### src/rtl/rob_pkg.sv
// rob_pkg: shared widths, tag type and entry layout for the reorder buffer and the FUs that target it
package rob_pkg;
  localparam int TAG_W  = 3;
  localparam int DATA_W = 32;
  localparam int REG_W  = 5;
  localparam int DEPTH  = 2 ** TAG_W;
  localparam int CNT_W  = TAG_W + 1;
  typedef logic [TAG_W-1:0] rob_tag_t;
  typedef struct packed {
    logic              valid;
    logic              done;
    logic              is_branch;
    logic              mispredict;
    logic [REG_W-1:0]  dest;
    logic [DATA_W-1:0] value;
  } rob_entry_t;
endpackage

### src/rtl/rob_lookup_port.sv
// rob_lookup_port: one source-operand read port (ROB_SRC_LOOKUP_EN); ports: tag, ent (all entries), adder/mul buses in; ready, val out
`ifdef ROB_SRC_LOOKUP_EN
module rob_lookup_port
  import rob_pkg::*;
(
  input  rob_tag_t                 tag,
  input  rob_entry_t [DEPTH-1:0]   ent,
  input  logic                     add_trigger,
  input  rob_tag_t                 add_tag,
  input  logic [DATA_W-1:0]        add_val,
  input  logic                     mul_trigger,
  input  rob_tag_t                 mul_tag,
  input  logic [DATA_W-1:0]        mul_val,
  output logic                     ready,
  output logic [DATA_W-1:0]        val
);
  logic add_hit, mul_hit;
  always_comb begin
    add_hit = add_trigger && add_tag == tag;
    mul_hit = mul_trigger && mul_tag == tag;
    ready   = add_hit || mul_hit || (ent[tag].valid && ent[tag].done);
    val     = add_hit ? add_val : mul_hit ? mul_val : ent[tag].value;
  end
endmodule
`endif

### src/rtl/reorder_buffer.sv
// reorder_buffer: 8-entry circular ROB; allocates tags, captures out-of-order FU results, retires in order, flushes on mispredicted branch at head.
//   in : clk, reset (sync, active-low), alloc_valid/alloc_is_branch/alloc_dest, add_*/mul_* result buses, br_update/br_mispredict/br_tag
//   out: alloc_tag, rob_full, rob_empty, commit_valid/commit_reg/commit_val, flush
//   ROB_SRC_LOOKUP_EN: adds lookup_tag_a/b in, lookup_ready_a/b and lookup_val_a/b out
module reorder_buffer
  import rob_pkg::*;
(
  input  logic              clk,
  input  logic              reset,
  input  logic              alloc_valid,
  input  logic              alloc_is_branch,
  input  logic [REG_W-1:0]  alloc_dest,
  output rob_tag_t          alloc_tag,
  output logic              rob_full,
  output logic              rob_empty,
  input  logic              add_trigger,
  input  rob_tag_t          add_tag,
  input  logic [DATA_W-1:0] add_val,
  input  logic              mul_trigger,
  input  rob_tag_t          mul_tag,
  input  logic [DATA_W-1:0] mul_val,
  input  logic              br_update,
  input  logic              br_mispredict,
  input  rob_tag_t          br_tag,
`ifdef ROB_SRC_LOOKUP_EN
  input  rob_tag_t          lookup_tag_a,
  input  rob_tag_t          lookup_tag_b,
  output logic              lookup_ready_a,
  output logic              lookup_ready_b,
  output logic [DATA_W-1:0] lookup_val_a,
  output logic [DATA_W-1:0] lookup_val_b,
`endif
  output logic              commit_valid,
  output logic [REG_W-1:0]  commit_reg,
  output logic [DATA_W-1:0] commit_val,
  output logic              flush
);
  rob_entry_t [DEPTH-1:0] ent;
  rob_tag_t head, tail;
  logic [CNT_W-1:0] count;
  rob_entry_t hd;
  logic do_flush, do_commit, do_alloc, add_ok, mul_ok, br_ok;
  assign alloc_tag = tail;
  assign rob_full  = count == CNT_W'(DEPTH);
  assign rob_empty = count == '0;
  always_comb begin
    hd        = ent[head];
    do_flush  = hd.valid && hd.done && hd.is_branch && hd.mispredict;
    do_commit = hd.valid && hd.done && !do_flush;
    do_alloc  = alloc_valid && !rob_full && !do_flush;
    add_ok    = add_trigger && ent[add_tag].valid && !ent[add_tag].done;
    // adder owns a tag both buses target in the same cycle
    mul_ok    = mul_trigger && ent[mul_tag].valid && !ent[mul_tag].done && !(add_trigger && add_tag == mul_tag);
    br_ok     = br_update && ent[br_tag].valid && ent[br_tag].is_branch && !ent[br_tag].done;
  end
  always_ff @(posedge clk) begin
    if (!reset) begin
      ent          <= '0;
      head         <= '0;
      tail         <= '0;
      count        <= '0;
      commit_valid <= 1'b0;
      commit_reg   <= '0;
      commit_val   <= '0;
      flush        <= 1'b0;
    end else begin
      commit_valid <= do_commit && !hd.is_branch;
      flush        <= do_flush;
      if (do_commit && !hd.is_branch) begin
        commit_reg <= hd.dest;
        commit_val <= hd.value;
      end
      if (do_flush) begin
        ent   <= '0;
        head  <= '0;
        tail  <= '0;
        count <= '0;
      end else begin
        if (br_ok) begin
          ent[br_tag].done       <= 1'b1;
          ent[br_tag].mispredict <= br_mispredict;
        end
        if (mul_ok) begin
          ent[mul_tag].done  <= 1'b1;
          ent[mul_tag].value <= mul_val;
        end
        if (add_ok) begin
          ent[add_tag].done  <= 1'b1;
          ent[add_tag].value <= add_val;
        end
        if (do_commit) begin
          ent[head].valid <= 1'b0;
          head            <= head + TAG_W'(1);
        end
        if (do_alloc) begin
          ent[tail] <= '{valid: 1'b1, done: 1'b0, is_branch: alloc_is_branch, mispredict: 1'b0, dest: alloc_dest, value: '0};
          tail      <= tail + TAG_W'(1);
        end
        count <= count + CNT_W'(do_alloc) - CNT_W'(do_commit);
      end
    end
  end
`ifdef ROB_SRC_LOOKUP_EN
  rob_lookup_port u_lookup_a (
    .tag(lookup_tag_a), .ent(ent),
    .add_trigger(add_trigger), .add_tag(add_tag), .add_val(add_val),
    .mul_trigger(mul_trigger), .mul_tag(mul_tag), .mul_val(mul_val),
    .ready(lookup_ready_a), .val(lookup_val_a)
  );
  rob_lookup_port u_lookup_b (
    .tag(lookup_tag_b), .ent(ent),
    .add_trigger(add_trigger), .add_tag(add_tag), .add_val(add_val),
    .mul_trigger(mul_trigger), .mul_tag(mul_tag), .mul_val(mul_val),
    .ready(lookup_ready_b), .val(lookup_val_b)
  );
`endif
endmodule
### config.mk
export PLATFORM = sky130hd
export DESIGN_NAME = reorder_buffer
export DESIGN_NICKNAME = d
export VERILOG_FILES = /design/src/rtl/rob_pkg.sv /design/src/rtl/rob_lookup_port.sv /design/src/rtl/reorder_buffer.sv
export SDC_FILE = /design/constraint.sdc
export NUM_CORES = 1
export LEC_CHECK = 0
export CELL_PAD_IN_SITES_DETAIL_PLACEMENT = 0
export CELL_PAD_IN_SITES_GLOBAL_PLACEMENT = 1
export CORE_UTILIZATION = 40
export DETAILED_ROUTE_END_ITERATION = 8
export PLACE_DENSITY = 0.73
export SLEW_MARGIN = 20
export SYNTH_ARGS = -nofsm -noshare
export SYNTH_HDL_FRONTEND = slang
export SYNTH_SLANG_ARGS = --single-unit
### constraint.sdc
create_clock -name clk -period 2.95 [get_ports clk]
set_input_delay 0.59 -clock clk [delete_from_list [all_inputs] [get_ports clk]]
set_output_delay 0.59 -clock clk [all_outputs]
set_load 0.005 [all_outputs]
Word-level counts from Yosys, hierarchy flattened
Index checks and enable logic that the tools add are counted.
- bits in registers: 377
- output and inout bits: 44
- word-level logic and storage cells: 147
- add/sub/neg operators: 4
- magnitude comparators: 10
- eq/ne operators: 2
- muxes and demuxes: 45
- bitwise gates (word level): 1
- reduce and logical (&&, ||, !) cells: 30
- operators with widths (kind ; count):
    328-bit 2-to-1 mux ; 13
    328-bit bitwise mux ; 8
    41-bit demux with 3-bit select ; 8
    41-bit binary-select mux with 3-bit select ; 4
    41-bit 2-to-1 mux ; 6
    40-bit 2-to-1 mux ; 3
    32-bit 2-to-1 mux ; 2
    38-bit 2-to-1 mux ; 1
    1-bit logical AND ; 21
    3-bit by 4-bit < comparator with 1-bit output, second input constant ; 5
    3-bit by 1-bit greater-or-equal comparator with 1-bit output, second input constant ; 5
    1-bit zero test ; 7
    3-bit by 1-bit adder with 3-bit output, second input constant ; 2
    4-bit by 1-bit adder with 4-bit output ; 1
    4-bit equality test, second input constant ; 1
    4-bit zero test ; 1
    4-bit by 1-bit subtractor with 4-bit output ; 1
    3-bit equality test ; 1
    2-bit OR reduction ; 1
    1-bit NOT ; 1

Depth between registers and ports, before layout
Gate-level depths: netlist of run 1.
- depth in word-level cells: 25
- mapped depth: 15

Worst setup path after synthesis of run 1
OpenSTA, ideal clock, no wires.
- kind: register to register
- from: reg head[1]
- to: reg count[2]
- setup time: 0.128 ns
- arrival time: 2.795 ns
- required time: 2.822 ns
- slack: 0.027 ns
- stages on the path, launching flop included: 16
- buffers on the path: 3
- path through: dfxtp_1 buf_2 buf_2 mux2i_1 nor2_1 a22o_1 o21ai_2 buf_2 nand2_1 ha_1 inv_1 ha_1 inv_1 fa_1 xor2_1 nor2_1
- word-level cells in the longest chain between the ends: 9
- ends and longest elaborated chain (element ; line ; RTL):
    start, declared ; reorder_buffer.sv:39 ; rob_tag_t head, tail;
    start signal, assigned ; reorder_buffer.sv:93 ; head <= head + TAG_W'(1);
    41-bit binary-select mux with 3-bit select * ; reorder_buffer.sv:47 ; hd = ent[head];
    41-bit 2-to-1 mux (not written as such) * ; reorder_buffer.sv:47 ;
    1-bit logical AND ; reorder_buffer.sv:48, reorder_buffer.sv:49 ;
    1-bit logical AND (2 in a row) ; reorder_buffer.sv:48 ; do_flush = hd.valid && hd.done && hd.is_branch && hd.mispredict;
    1-bit zero test ; reorder_buffer.sv:49, reorder_buffer.sv:50 ;
    1-bit logical AND ; reorder_buffer.sv:50 ; do_alloc = alloc_valid && !rob_full && !do_flush;
    4-bit by 1-bit adder with 4-bit output ; reorder_buffer.sv:99 ; count <= count + CNT_W'(do_alloc) - CNT_W'(do_commit);
    4-bit by 1-bit subtractor with 4-bit output ; reorder_buffer.sv:99 ;
    end signal, assigned ; reorder_buffer.sv:99 ;
    end, declared ; reorder_buffer.sv:40 ; logic [CNT_W-1:0] count;
Mark *: on every way between the ends. The rest lies on a longest branch, timed or not. The select of a mux whose other input is x is not followed.
A chain may end at the register's enable or synchronous reset.

Worst setup path in the final report of run 1
- from: reg head[0]
- to: reg count[2]
Same word-level chain as after synthesis.

==> insert_results.sql, run 1 <==
INSERT INTO impl_metrics (metric_group, metric, value, unit) VALUES
('route', 'vias_per_cell', '6.22', ''),
('clocking', 'clock_sink_count', '377', ''),
('route', 'detailed_route_via_count', '17200', ''),
('timing', 'final_number_of_max_transition_violations', '0', ''),
('route', 'antenna_nets_post_route', '0', ''),
('placement', 'numPortBuffers', '129', ''),
('flow_run', 'timing.max_cap.violations', '0', ''),
('worst_setup_path', 'critical_path.max_stage_delay', '530', 'ps'),
('worst_setup_path', 'rr_startpoint', 'head[0]', ''),
('pwr', 'ir_worst_vdd', '0.000432', 'V'),
('clocking', 'cts_made_buffers', '44', ''),
('worst_setup_path', 'critical_path.cell_chain', 'nor2b_1 > a32o_1 > mux4_2 > nand3_1 > inv_1 > ha_1 > inv_1 > ha_1 > inv_1 > fa_1 > xor2_1 > nor2_1', ''),
('timing', 'max-slew-margin-rel', '31.0', '%'),
('worst_setup_path', 'cp_common_cell', 'inv_1', ''),
('logic_synthesis', 'synth_warnings', '0', ''),
('timing', 'final.hold.worst_slack', '450', 'ps'),
('floorplan', 'chipWidth', '219', 'µm'),
('route', 'drcViolationCount', '0', ''),
('logic_synthesis', 'synth.net_count', '2123', ''),
('grt', 'grt_max_degree', '66', ''),
('clocking', 'clock_latency', '580', 'ps'),
('worst_setup_path', 'setup.reg_to_reg.worst_slack', '180', 'ps'),
('final_layout', 'fin_nets', '2218', ''),
('clocking', 'clock_path_buffers', '3', ''),
('worst_setup_path', 'timing.critical_path.required', '3400', 'ps'),
('logic_synthesis', 'yosys_register_bits', '377', ''),
('route', 'drt_first_pass_iters', '9', ''),
('placement', 'placer_s_final_routability_congestion_estimate', '0.861', ''),
('final_layout', 'fillerInstances', '4344', ''),
('grt', 'overall_global_routing_usage', '28.4', '%'),
('timing', 'fin_worst_skew', '22.4', 'ps'),
('clocking', 'clk_transition_reported_paths', '60', 'ps'),
('grt', 'grt_ovf', '0', ''),
('logic_synthesis', 'synthesis.area', '18800', 'µm²'),
('final_layout', 'area.growth.synth_to_final', '22.4', '%'),
('logic_synthesis', 'postSynth.asyncResetShare', '0', '%'),
('grt', 'first_global_vias', '16900', ''),
('final_layout', 'post_layout_nonfiller_instances', '2762', ''),
('final_layout', 'post_route_cells_drive_above_1_share', '18.2', '%'),
('status', 'run_status', 'completed', ''),
('clocking', 'htree_levels', '2', ''),
('grt', 'number_of_antenna_violations_at_the_first_check_in_global_routing', '0', ''),
('worst_setup_path', 'crit_arrival', '3220', 'ps'),
('worst_setup_path', 'path_class', 'register to register', ''),
('floorplan', 'initial_utilization', '40.5', '%'),
('floorplan', 'die_y', '219', 'µm'),
('timing', 'post-route-min-period', '2770', 'ps'),
('hold_path', 'min-delay-path-class', 'register to register', ''),
('timing', 'post-route-period-util', '94.0', '%'),
('timing', 'setup_repair_after_global_routing_missed_its_margin', 'no', ''),
('floorplan', 'fp.coreArea', '46500', 'µm²'),
('placement', 'detailed_place.area', '21500', 'µm²'),
('timing', 'setup_viol', '0', ''),
('route', 'wire_per_inst', '24.8', 'µm'),
('logic_synthesis', 'synth_edf_count', '0', ''),
('worst_setup_path', 'rr_worst_depth', '12', ''),
('placement', 'dpl.cell_count', '2683', ''),
('final_layout', 'antennaDiodeCount', '0', ''),
('grt', 'grt_pass1_wl', '104000', 'µm'),
('worst_setup_path', 'critPathSlowestCell', 'mux4_2', ''),
('logic_synthesis', 'synth_sequential_area_ratio', '40.1', '%'),
('logic_synthesis', 'ys_dominant_reg_cell', 'dfxtp_1', ''),
('timing', 'worstMarginPinSlew', '1030', 'ps'),
('clocking', 'tritoncts', 'built', ''),
('logic_synthesis', 'ys_types', '75', ''),
('worst_setup_path', 'worst_setup_path_end_kind', 'register', ''),
('pwr', 'pleak', '9.00', 'nW'),
('timing', 'totalNegativeSetupSlack', '0', 'ps'),
('logic_synthesis', 'synthesis.area_per_instance', '9.28', 'µm²'),
('final_layout', 'leading_cell_types_in_the_layout_fill_and_taps_excluded', '374 x dfxtp_1, 336 x nor2_1, 166 x nand2_1', ''),
('timing', 'fmax', '0.361', 'GHz');
[worst max-delay path by stage]
| stage | slack, ps | cells past startpoint | endpoint | startpoint |
|---|---|---|---|---|
| 6_report | 180 | 12 | count[2] | head[0] |
| 5_1_grt | 20 | 12 | count[2] | head[1] |
| 4_1_cts | 80 | 12 | count[2] | head[1] |
| 3_5_place_dp | -440 | 12 | ent[72] | mul_tag[1] |
| 3_3_place_gp | -370 | 12 | ent[72] | mul_tag[1] |
| 2_1_floorplan | 30 | 15 | count[2] | head[1] |
[kinds of logic after synthesis]
kind of cell | share of synthesized area (%)
buffers and inverters | 5.98
adders and majority gates | 0.638
and+or+nand+nor | 16.8
DFF | 40.1
AOI/OAI and AO/OA | 21.0
xor gates and xnor gates | 0.372
muxes | 15.1
[per-stage QoR]
step,util (%),setup WS [ps]
final,49.6,178
after global routing,49.6,16.8
after CTS,49.6,83.1
after detailed placement,46.3,-437
after global placement,46.3,-366
after floorplan,-,27.1
[worst max-delay path, delay by kind of cell, from the launching register on]
kind / cells / cell delay, ps
adders and majority gates: 3 / 810
DFF: 1 / 450
muxes: 1 / 530
buffers and inverters: 3 / 170
AOI/OAI and AO/OA: 1 / 230
and+or+nand+nor: 3 / 310
xor gates and xnor gates: 1 / 150
[area by class of cell]
class	count	area, µm²	share of cell area (%)
flip-flops and latches	377	7560	32.8
repair buffers	273	2750	11.9
well taps	607	759	3.30
multi-input cells	1378	10300	44.6
clock buffers	66	1370	5.92
clock inverters	12	154	0.668
inverters	49	184	0.798
[power by group]
part	internal [W]	leakage, nW	switching, W
Sequential	0.00518	3.04	0.0000719
Combinational	0.000480	5.20	0.000751
Clock	0.00346	0.760	0.00227
Total	0.00911	9.00	0.00309
[Yosys cell counts, types with 5 or more instances]
cell | number | area [µm²]
a2111oi_0 | 5 | 43.8
a222oi_1 | 38 | 380
buf_4 | 9 | 67.6
o211a_1 | 38 | 380
inv_1 | 48 | 180
a211oi_1 | 89 | 668
or3_1 | 7 | 43.8
clkbuf_1 | 137 | 514
a221oi_1 | 43 | 377
o221a_2 | 13 | 146
nand3_1 | 66 | 330
ha_1 | 8 | 100
and2_1 | 29 | 181
nor2b_1 | 16 | 100
buf_2 | 30 | 150
a32oi_1 | 24 | 210
a31oi_1 | 5 | 31.3
dfxtp_1 | 377 | 7550
nand2_1 | 167 | 627
nor2_1 | 338 | 1270
o21ai_0 | 18 | 90.1
a2111oi_2 | 48 | 721
mux2_2 | 6 | 67.6
buf_1 | 29 | 109
a21oi_1 | 69 | 345
a22oi_1 | 28 | 210
mux4_2 | 75 | 1690
nor3_1 | 49 | 245
mux2i_1 | 109 | 1090
nand4_1 | 16 | 100
xnor2_1 | 6 | 52.6
and3_1 | 7 | 43.8
clkbuf_2 | 18 | 90.1
[layer usage]
metal / track usage (%) / share of wire [%] / vias to the layer above
met5: 0 / 0 / -
met4: 10.3 / 2.9 / 0
met3: 4.74 / 7.9 / 146
met2: 45.7 / 46 / 833
met1: 38.1 / 43 / 8504
li1: - / - / 7692
[what timing repair did]
item	CTS	global route
setup buffers	0	1
hold buffers	0	0
resized for setup	0	2
setup endpoints to repair	0	4
Note: power is estimated with default switching activity, not from simulation.
==> inputs of run 2 (changes only) <==
- DONT_BUFFER_PORTS: default -> 1
- HOLD_SLACK_MARGIN: default -> 0.12
- PLACE_DENSITY: 0.73 -> 0.68
==> insert_results.sql, run 2 (synthesis gave the netlist of run 1 again) <==
INSERT INTO impl_metrics (metric_group, metric, value, unit) VALUES
('timing', 'fmax', '0.362', 'GHz'),
('final_layout', 'final_common_cell', 'dfxtp_1', ''),
('hold_path', 'min-delay-path-class', 'input pin to register', ''),
('worst_setup_path', 'regToRegEndpoint', 'count[2]', ''),
('timing', 'setup_repair_after_global_routing_missed_its_margin', 'no', ''),
('timing', 'fin_worst_skew', '26.5', 'ps'),
('placement', 'place.detailed.hpwl', '41700', 'µm'),
('grt', 'first_global_vias', '16100', ''),
('clocking', 'post_cts.resized_instances', '0', ''),
('timing', 'layout_setup_ws', '191', 'ps'),
('worst_setup_path', 'rr_startpoint', 'head[0]', ''),
('route', 'drt_first_pass_iters', '9', ''),
('worst_setup_path', 'worst_setup_path_end_kind', 'register', ''),
('pwr', 'ir_worst_vdd', '0.000519', 'V'),
('clocking', 'htree_levels', '2', ''),
('timing', 'setup_viol', '0', ''),
('timing', 'post-route-min-period', '2760', 'ps'),
('final_layout', 'leading_cell_types_in_the_layout_fill_and_taps_excluded', '374 x dfxtp_1, 336 x nor2_1, 166 x nand2_1', ''),
('route', 'drcViolationCount', '0', ''),
('placement', 'numPortBuffers', '0', ''),
('floorplan', 'placementRows', '79', ''),
('clocking', 'tritoncts', 'built', ''),
('final_layout', 'largest_register_ff_count', '328', ''),
('floorplan', 'die_y', '219', 'µm'),
('hold_path', 'min_from', 'alloc_dest[4]', ''),
('route', 'vias_per_cell', '6.44', ''),
('route', 'wirelength', '70600', 'µm'),
('clocking', 'clock_path_buffers', '3', ''),
('route', 'wire_per_inst', '27.4', 'µm'),
('timing', 'final.hold.worst_slack', '147', 'ps'),
('status', 'run_status', 'completed', ''),
('pwr', 'power.density', '556', 'nW/µm²'),
('grt', 'number_of_antenna_violations_at_the_first_check_in_global_routing', '0', ''),
('grt', 'grt_pass1_wl', '105000', 'µm'),
('clocking', 'clock_sink_count', '377', ''),
('floorplan', 'design.die.area', '47900', 'µm²'),
('clocking', 'ctsHoldBuffers', '1', ''),
('floorplan', 'chipWidth', '219', 'µm'),
('clocking', 'clock-root-buffer', 'clkbuf_16', ''),
('final_layout', 'post_layout_nonfiller_instances', '2573', ''),
('clocking', 'clk_transition_reported_paths', '60', 'ps'),
('route', 'antenna_nets_post_route', '0', ''),
('flow_run', 'timing.max_cap.violations', '0', ''),
('worst_setup_path', 'setup.reg_to_reg.worst_slack', '190', 'ps'),
('clocking', 'clock_latency', '590', 'ps'),
('pwr', 'pleak', '8.09', 'nW'),
('route', 'drt-initial-drc-count', '1782', ''),
('final_layout', 'fin_nets', '2027', ''),
('hold_path', 'hold_end', 'ent[323]', ''),
('floorplan', 'fp.coreArea', '46500', 'µm²'),
('grt', 'overall_global_routing_usage', '29.2', '%'),
('timing', 'post-route-period-util', '93.5', '%'),
('worst_setup_path', 'startpoint', 'head[0]', ''),
('placement', 'dpl.cell_count', '2492', ''),
('timing', 'totalNegativeSetupSlack', '0', 'ps'),
('clocking', 'cts_made_buffers', '44', ''),
('route', 'detailed_route_via_count', '16600', ''),
('floorplan', 'design.portCount', '130', ''),
('timing', 'count_of_final_hold_check_violations', '0', ''),
('worst_setup_path', 'setup.worst_path.start_class', 'register', ''),
('timing', 'max-slew-margin-rel', '37.0', '%'),
('clocking', 'cts_post_setup_buffers_inserted', '0', ''),
('timing', 'worstMarginPinSlew', '946', 'ps'),
('grt', 'grt_max_degree', '87', ''),
('worst_setup_path', 'rr_worst_depth', '12', ''),
('placement', 'placer_s_final_routability_congestion_estimate', '0.852', ''),
('grt', 'grt_ovf', '0', ''),
('floorplan', 'initial_utilization', '40.5', '%'),
('timing', 'final_number_of_max_transition_violations', '0', ''),
('placement', 'preCtsSetupSlack', '137', 'ps'),
('worst_setup_path', 'crit_arrival', '3210', 'ps'),
('worst_setup_path', 'worst-path-max-fanout', '16', ''),
('hold_path', 'timing.hold.worst_path_depth', '2', ''),
('worst_setup_path', 'timing.critical_path.required', '3400', 'ps'),
('final_layout', 'area.growth.synth_to_final', '11.6', '%'),
('worst_setup_path', 'path_class', 'register to register', ''),
('final_layout', 'post_route_cells_drive_above_1_share', '16.8', '%');
-- run 2: cell count changes in the layout (fill, tap and decap cells not counted), moves of 2 or more --
| cell | delta |
|---|---|
| and3_2 | +2 |
| nand3_1 | -2 |
| buf_4 | -45 |
| clkbuf_1 | +5 |
| clkdlybuf4s50_1 | -127 |
| clkbuf_8 | -4 |
| buf_12 | -19 |
| nand3_2 | +2 |
| and3_1 | -2 |
-- run 2: report_power, final --
part	switching (W)	internal (W)	leakage, nW
sequential	0.0000757	0.00518	3.04
combinational	0.000552	0.000284	4.32
clock	0.00227	0.00331	0.726
total	0.00290	0.00878	8.09
-- run 2: cell type report --
type / instances / area (µm²)
clock inverters: 13 / 159
multi-input cells: 1378 / 10300
repair buffers: 82 / 768
inverters: 49 / 184
fillers: 4445 / 25400
flip-flops and latches: 377 / 7560
clock buffers: 66 / 1300
diodes: 1 / 2.50
well taps: 607 / 759
-- run 2: worst max path at each step --
stage,endpoint,slack [ps],cells after the start
2_1_floorplan,count[2],30,15
3_3_place_gp,count[2],160,12
3_5_place_dp,ent[41],140,7
4_1_cts,count[2],190,12
5_1_grt,count[2],30,12
6_report,count[2],190,12
-- run 2: worst max-delay path, stage by stage, from the launching register on --
cell     delay [ps]
dfxtp_4         450
nor2b_1          90
a32o_1          220
mux4_2          560
o21ai_2         110
nand2_1          70
ha_1            300
inv_1            60
ha_1            140
inv_1            60
fa_1            390
xor2_1          140
nor2_1           50
-- run 2: per-stage QoR --
| stage | total power (W) | instance area [µm²] | util [%] |
|---|---|---|---|
| 2_1_floorplan | 0.00599 | 18800 | - |
| 3_3_place_gp | 0.00617 | 19500 | 42.1 |
| 3_5_place_dp | 0.00618 | 19500 | 42.1 |
| 4_1_cts | 0.0118 | 21000 | 45.2 |
| 5_1_grt | 0.0120 | 21000 | 45.2 |
| 6_report | 0.0117 | 21000 | 45.2 |
-- run 2: routing by layer --
layer	global-route usage (%)	wire, µm	vias to the layer above
met2	46.5	32700	809
met1	39.3	29700	8282
li1	-	-	7329
met5	0	0	-
met3	5.16	5960	155
met4	11.3	2190	0
==> inputs of run 3 (changes only) <==
- CTS_CLUSTER_SIZE: default -> 40
==> results of run 3 <==
Final layout, timing and power as in run 2 (identical DEF).
